## config.mk

```make
export PLATFORM = sky130hd
export DESIGN_NAME = wb_arb_2m1s
export DESIGN_NICKNAME = d
export VERILOG_FILES = /design/src/rtl/wb_arb_2m1s.sv
export SDC_FILE = /design/constraint.sdc
export NUM_CORES = 1
export LEC_CHECK = 0
export BUFFER_PORTS_ARGS = -buffer_cell sky130_fd_sc_hd__buf_4
export CAP_MARGIN = 20
export CORE_AREA = 4 4 122 124
export DETAILED_ROUTE_END_ITERATION = 10
export DIE_AREA = 0 0 126 128
export GPL_TIMING_DRIVEN = 0
export PLACE_DENSITY_LB_ADDON = 0.25
export SLEW_MARGIN = 20
export SYNTH_ARGS = -nofsm -noshare
export SYNTH_HDL_FRONTEND = slang
export SYNTH_SLANG_ARGS = --single-unit
```

## constraint.sdc

```tcl
create_clock -name clk_i -period 2.1 [get_ports clk_i]
set_input_delay 0.42 -clock clk_i [delete_from_list [all_inputs] [get_ports clk_i]]
set_output_delay 0.42 -clock clk_i [all_outputs]
set_load 0.02 [all_outputs]
```

## src/rtl/wb_arb_2m1s.sv

```systemverilog
`default_nettype none
// ============================================================================
// Module   : wb_arb_2m1s
// Brief    : Two-master / one-slave Wishbone classic arbiter with round-robin
//            tie breaking, cycle locking and a stalled-strobe watchdog.
// Revision : 1.0 - initial release
// ============================================================================
module wb_arb_2m1s #(
    parameter int BUS_WIDTH = 32,
    parameter int BUS_MASK  = 4,
    parameter int TO_W      = 8,
    parameter int TO_CYCLES = 200
) (
    input  logic                 clk_i,
    input  logic                 rst_i,
    // master 0
    input  logic                 m0_cyc_i,
    input  logic                 m0_stb_i,
    input  logic                 m0_we_i,
    input  logic [BUS_WIDTH-1:0] m0_adr_i,
    input  logic [BUS_WIDTH-1:0] m0_dat_i,
    input  logic [BUS_MASK-1:0]  m0_sel_i,
    output logic [BUS_WIDTH-1:0] m0_dat_o,
    output logic                 m0_ack_o,
    output logic                 m0_err_o,
    // master 1
    input  logic                 m1_cyc_i,
    input  logic                 m1_stb_i,
    input  logic                 m1_we_i,
    input  logic [BUS_WIDTH-1:0] m1_adr_i,
    input  logic [BUS_WIDTH-1:0] m1_dat_i,
    input  logic [BUS_MASK-1:0]  m1_sel_i,
    output logic [BUS_WIDTH-1:0] m1_dat_o,
    output logic                 m1_ack_o,
    output logic                 m1_err_o,
    // slave
    output logic                 s_cyc_o,
    output logic                 s_stb_o,
    output logic                 s_we_o,
    output logic [BUS_WIDTH-1:0] s_adr_o,
    output logic [BUS_WIDTH-1:0] s_dat_o,
    output logic [BUS_MASK-1:0]  s_sel_o,
    input  logic [BUS_WIDTH-1:0] s_dat_i,
    input  logic                 s_ack_i,
    input  logic                 s_err_i,
    // status
    output logic [1:0]           gnt_o,
    output logic                 to_evt_o
);

    typedef enum logic [1:0] {
        ST_IDLE = 2'd0,
        ST_G0   = 2'd1,
        ST_G1   = 2'd2
    } state_t;

    localparam logic [TO_W-1:0] C_TO_LAST = TO_W'(TO_CYCLES - 1);
    localparam logic [TO_W-1:0] C_TO_ONE  = {{(TO_W-1){1'b0}}, 1'b1};

    state_t            r_state;
    logic              r_last_gnt;   // 0: m0 held the bus last, 1: m1 did
    logic [TO_W-1:0]   r_to_cnt;
    logic              r_stb_kill;   // hides the strobe for one cycle after a timeout

    logic              w_g0;
    logic              w_g1;
    logic              w_stall;
    logic              w_fire;

    assign w_g0  = (r_state == ST_G0);
    assign w_g1  = (r_state == ST_G1);
    assign gnt_o = {w_g1, w_g0};

    // Route the granted master's request onto the slave port.
    always_comb begin
        s_cyc_o = 1'b0;
        s_stb_o = 1'b0;
        s_we_o  = 1'b0;
        s_adr_o = '0;
        s_dat_o = '0;
        s_sel_o = '0;
        if (w_g0) begin
            s_cyc_o = m0_cyc_i;
            s_stb_o = m0_stb_i & ~r_stb_kill;
            s_we_o  = m0_we_i;
            s_adr_o = m0_adr_i;
            s_dat_o = m0_dat_i;
            s_sel_o = m0_sel_i;
        end else if (w_g1) begin
            s_cyc_o = m1_cyc_i;
            s_stb_o = m1_stb_i & ~r_stb_kill;
            s_we_o  = m1_we_i;
            s_adr_o = m1_adr_i;
            s_dat_o = m1_dat_i;
            s_sel_o = m1_sel_i;
        end
    end

    // A real slave termination in the last allowed cycle beats the watchdog.
    assign w_stall  = s_cyc_o & s_stb_o & ~s_ack_i & ~s_err_i;
    assign w_fire   = w_stall & (r_to_cnt == C_TO_LAST);
    assign to_evt_o = w_fire;

    // Return the slave response (plus any watchdog error) to the granted master only.
    always_comb begin
        m0_dat_o = '0;
        m0_ack_o = 1'b0;
        m0_err_o = 1'b0;
        m1_dat_o = '0;
        m1_ack_o = 1'b0;
        m1_err_o = 1'b0;
        if (w_g0) begin
            m0_dat_o = s_dat_i;
            m0_ack_o = s_ack_i;
            m0_err_o = s_err_i | w_fire;
        end else if (w_g1) begin
            m1_dat_o = s_dat_i;
            m1_ack_o = s_ack_i;
            m1_err_o = s_err_i | w_fire;
        end
    end

    // Grant state machine, round-robin history and watchdog counter.
    always_ff @(posedge clk_i) begin
        if (rst_i) begin
            r_state    <= ST_IDLE;
            r_last_gnt <= 1'b1;
            r_to_cnt   <= '0;
            r_stb_kill <= 1'b0;
        end else begin
            r_stb_kill <= w_fire;
            r_to_cnt   <= (w_stall && !w_fire) ? r_to_cnt + C_TO_ONE : '0;
            case (r_state)
                ST_IDLE: begin
                    if (m0_cyc_i && m1_cyc_i) begin
                        r_state <= r_last_gnt ? ST_G0 : ST_G1;
                    end else if (m0_cyc_i) begin
                        r_state <= ST_G0;
                    end else if (m1_cyc_i) begin
                        r_state <= ST_G1;
                    end
                end
                ST_G0: begin
                    if (!m0_cyc_i) begin
                        r_state    <= ST_IDLE;
                        r_last_gnt <= 1'b0;
                    end
                end
                ST_G1: begin
                    if (!m1_cyc_i) begin
                        r_state    <= ST_IDLE;
                        r_last_gnt <= 1'b1;
                    end
                end
                default: r_state <= ST_IDLE;
            endcase
        end
    end

endmodule
`default_nettype wire

```

* After elaboration in Yosys (flattened, before gate mapping)
Index checks and enable logic that the tools add are counted.
Widths: inputs -> output; s select.
** Operators by class
- Mux-type cells :: 31
- Equal/unequal tests :: 6
- Multiply operators :: 0
- Magnitude comparators :: 0
- Divide/modulo/power cells :: 0
- Add/sub/neg operators :: 1
- Shift operators :: 0
- Bitwise gates (word level) :: 11
- Reductions and logical operators :: 8
** Operators by type and width (number)
- $mux 32 :: 7
- $mux 1 :: 14
- $mux 2 :: 6
- $add 8x1->8 const B :: 1
- $eq 8x8->1 const B :: 1
- $mux 4 :: 2
- $and 1x1->1 :: 6
- $pmux 2 s3 :: 1
- $reduce_and 3->1 :: 2
- $ne 2x2->1 const B :: 2
- $ne 4x4->1 const B :: 1
- $not 1->1 :: 4
- $eq 2x1->1 const B :: 1
- $eq 2x2->1 const B :: 1
- $logic_and 1x1->1 :: 2
- $logic_not 2->1 :: 1
- $pmux 1 s2 :: 1
- $reduce_bool 2->1 :: 1
- $reduce_or 2->1 :: 1
- $logic_not 1->1 :: 1
- $or 1x1->1 :: 1
** Storage, ports and cells
- RAM bits :: 0
- ROM bits :: 0
- Logic and storage cells :: 61
- Latch bits :: 0
- Register bits :: 12
- Memories :: 0
- Input bits :: 178
- Output and inout port bits :: 142

* Logic depth before layout (Yosys ltp)
- Depth in word-level cells :: 12
- Depth in mapped cells :: 6
- Depth with buffers taken out :: 4

* Least setup slack after synthesis
OpenSTA, ideal clock, no wires.
- Path type :: input port to output port
- Start point :: input s_ack_i
- End point :: output to_evt_o
- Stages on the path :: 3
- Data required time :: 1.680 ns
- Buffers on the path :: 0
- Data arrival time :: 1.679 ns
- Setup slack :: 0.001 ns
- Cells stage by stage :: or4b_1 -> a211o_1 -> nor3b_1
** Between the ends
- Cells in the longest elaborated chain, start to end :: 4
** RTL lines
- from (decl) :: RTL line 44 : input logic s_ack_i,
- $not 1->1 :: RTL line 100 : assign w_stall = s_cyc_o & s_stb_o & ~s_ack_i & ~s_err_i;
- $and 1x1->1 (2 in a row) :: RTL line 100
- $and 1x1->1 :: RTL line 101 : assign w_fire = w_stall & (r_to_cnt == C_TO_LAST);
- to (decl) :: RTL line 48 : output logic to_evt_o
Every way passes these cells.

* Worst setup path in the final report
- Start point :: register r_to_cnt[0]
- End point :: output m0_err_o
** Between the ends
- Cells in the longest elaborated chain, start to end :: 4
** RTL lines
- from (decl) :: RTL line 62 : logic [TO_W-1:0] r_to_cnt;
- from (signal assigned) :: RTL line 132 : r_to_cnt <= (w_stall && !w_fire) ? r_to_cnt + C_TO_ONE : '0;
- $eq 8x8->1 :: RTL line 101
- $and 1x1->1 :: RTL line 101
- $or 1x1->1 :: RTL line 115 : m0_err_o = s_err_i | w_fire;
- $mux 1 :: RTL line 112 : if (w_g0) begin
- to (decl) :: RTL line 25 : output logic m0_err_o,
Every way passes these cells.

==> out/metrics.csv <==
stage,metric,value,unit
sta,RSZ-0062 raised after global routing,true,
cts,clk_lat worst skew,0.24,ns
worst_setup_path,Setup crit start kind,flip-flop,
sta,worst setup margin,-0.128,ns
die,Die X-Extent,126,µm
synth,library cells used by synthesis,32,
cts,total CTS buffers,3,
synth,synth cell count leaders,"a22o_1 (69), and2_1 (66), clkbuf_1 (15), dfxtp_1 (12), buf_2 (10)",
cts,CTS Hold Buffers Added,0,
power,Pleak,0.00264,µW
sta,worst-case clock skew,0.00232,ns
die,die height,128,µm
worst_setup_path,Crit path required time,1.68,ns
routing,drt initial violations,75,
die,row cnt,43,
sta,fin crit share,1.06,
finish,final design utilization,0.372,
synth,Post-synth EDFFs,0,
worst_setup_path,CP Class,reg2out,
cts,Clock H-tree levels,1,
synth,"Warnings, synthesis",0,
run_status,outcome,"complete, but fails checks",
sta,"Hold Vio Cnt, Final",0,
global_routing,largest net degree at the start of global routing,12,
synth,mapped cell area,0.00179,mm²
finish,Multi-input gate area,0.00148,mm²
finish,"Area growth, synth to finish",186,%
global_routing,first-pass GRT wire length,19.6,mm
routing,Routed WL per cell,18.8,µm
die,core area,0.0138,mm²
placement,IO buf count,319,
routing,# DRC,0,
synth,Synth top area share,0.337,
die,die area,0.0161,mm²
synth,syn avg cell area,7.70,µm²
die,io pins,320,
power,peak supply drop,0.000301,V
finish,fraction of layout cells with a size suffix above 1,0.669,
placement,RD Place Congestion,0.961,
sta,TNS Setup,-0.307,ns
global_routing,initial antenna violation count,0,
synth,top post-synthesis cells by area,"a22o_1 (34%), and2_1 (23%), dfxtp_1 (13%)",
global_routing,gr ovfl total,0,
run,MaxCap Viol Count,0,
finish,register area,253,µm²
global_routing,vias in the first global route,3288,
global_routing,total track usage,0.153,
synth,ys flop type,dfxtp_1,
synth,"Seq/Total Area, Yosys",0.134,
routing,routed wire length,14.1,mm
routing,DRT Pass-1 Iters,4,
synth,"count leader, synth",a22o_1,
placement,worst slack at placement,-0.340,ns
worst_setup_path,Critical Path AT,1.81,ns
routing,Vias/cell,4.32,
worst_setup_path,critical path endpoint category,output pin,
hold_path,Hold Crit Class,in2reg,
power,total power,1700,µW
synth,synthesized instance count,233,
routing,DRT antenna net count,0,
sta,minimum clock period,2.23,ns
synth,Post-synth ARST share,0,
die,Initial Utilization,0.130,
finish,Antenna diodes,0,
sta,Setup Viol. Count Final,3,
sta,Max transition margin,0.462,
finish,Total Nets Final,751,
sta,Max Clock Freq,0.449,GHz
cts,Root Buffer,clkbuf_16,
cts,Max clock buf depth,2,
cts,CTS tree,done,
synth,"FF+latch count, synth",12,
sta,measured slew at the worst slew-check pin,0.798,ns
synth,post-synth top area cell,a22o_1,
routing,Via Count,3242,
run_status,failing checks,negative setup slack,
placement,hpwl dp,12.1,mm
cts,CTS Sinks,12,
finish,fillcell total,1446,
sta,Final Max Slew Viols,0,
power,Pwr per Cell Area,331,mW/mm²
sta,Hold WS,0.385,ns
worst_setup_path,peak fanout along the critical path,2,
synth,post-synth net total,412,
cts,clock slew at reported path FFs,0.04,ns
## critical path, cell delays in order, from the launching register on
cell and delay (ns):
dfxtp_2 0.35, ha_4 0.13, nand4b_1 0.13, or4_4 0.48, o41ai_4 0.29, buf_4 0.19
## metal layers
layer,track usage,part of all wire
met3,0.0329,0.075
met4,0.0177,0.0094
met1,0.182,0.39
met5,0,0
met2,0.288,0.53
## final cells by class
| class | instances | share of cell area |
|---|---|---|
| well taps | 180 | 0.0439 |
| clock buffers | 4 | 0.0173 |
| multi-input cells | 189 | 0.288 |
| flip-flops and latches | 12 | 0.0493 |
| repair buffers | 337 | 0.546 |
| inverters | 4 | 0.00293 |
| plain buffers | 25 | 0.0525 |
## sequential cells by signal (all words and copies together) (netlist names)
| signal | count |
|---|---|
| r_to_cnt | 8 |
| r_last_gnt | 1 |
| r_state | 2 |
| r_stb_kill | 1 |
## path summary, 6_finish.rpt
kind	endpoint	cells past startpoint	slack (ns)	startpoint
max	m0_err_o	5	-0.13	r_to_cnt[0]
min	r_stb_kill	2	0.38	s_err_i
max reg2reg	r_stb_kill	5	0.37	r_to_cnt[5]
min reg2reg	r_state[1]	1	0.50	r_last_gnt
## report_power, final
group	total (µW)	internal, µW	switching (µW)
Combinational	1080	590	485
Clock	389	287	101
Sequential	232	230	2.43
Total	1700	1110	589
## logic make-up (layout without fill, tap and decap cells)
kind of cell	count (synthesis)	in the layout	synth area share
flops	12	12	0.134
fa+ha+maj	1	1	0.00698
xor+xnor	3	3	0.0147
buf+inv	32	370	0.0802
simple gates	102	102	0.357
compound gates	83	83	0.408
## stage by stage
| step | cells | cell area (µm²) |
|---|---|---|
| floorplan | 233 | 1790 |
| global placement | 732 | 4410 |
| detailed placement | 732 | 4410 |
| CTS | 747 | 4930 |
| global route | 751 | 5130 |
| finish | 751 | 5130 |
## repair_timing
action                     in CTS  in global routing
setup buffers                  12                  5
pin swaps                      15                 14
setup endpoints to repair     140                 84
gates cloned                    1                  0
gates resized for setup        91                 48
## layout by cell type (no fill, tap or decap), types with 3 or more instances in the layout
| master | instances |
|---|---|
| buf_4 | 277 |
| buf_6 | 73 |
| a22o_1 | 67 |
| and2_1 | 66 |
| nand2_1 | 6 |
| dfxtp_1 | 6 |
| nor3_1 | 5 |
| clkbuf_8 | 4 |
| clkbuf_16 | 4 |
| inv_1 | 4 |
| a211oi_1 | 4 |
| dfxtp_2 | 4 |
| nor2b_1 | 3 |
| clkbuf_2 | 3 |
| buf_8 | 3 |
| nand3_1 | 3 |
| o21ai_0 | 3 |
| or3_1 | 3 |
No activity file was read; power rests on OpenSTA's default activity.
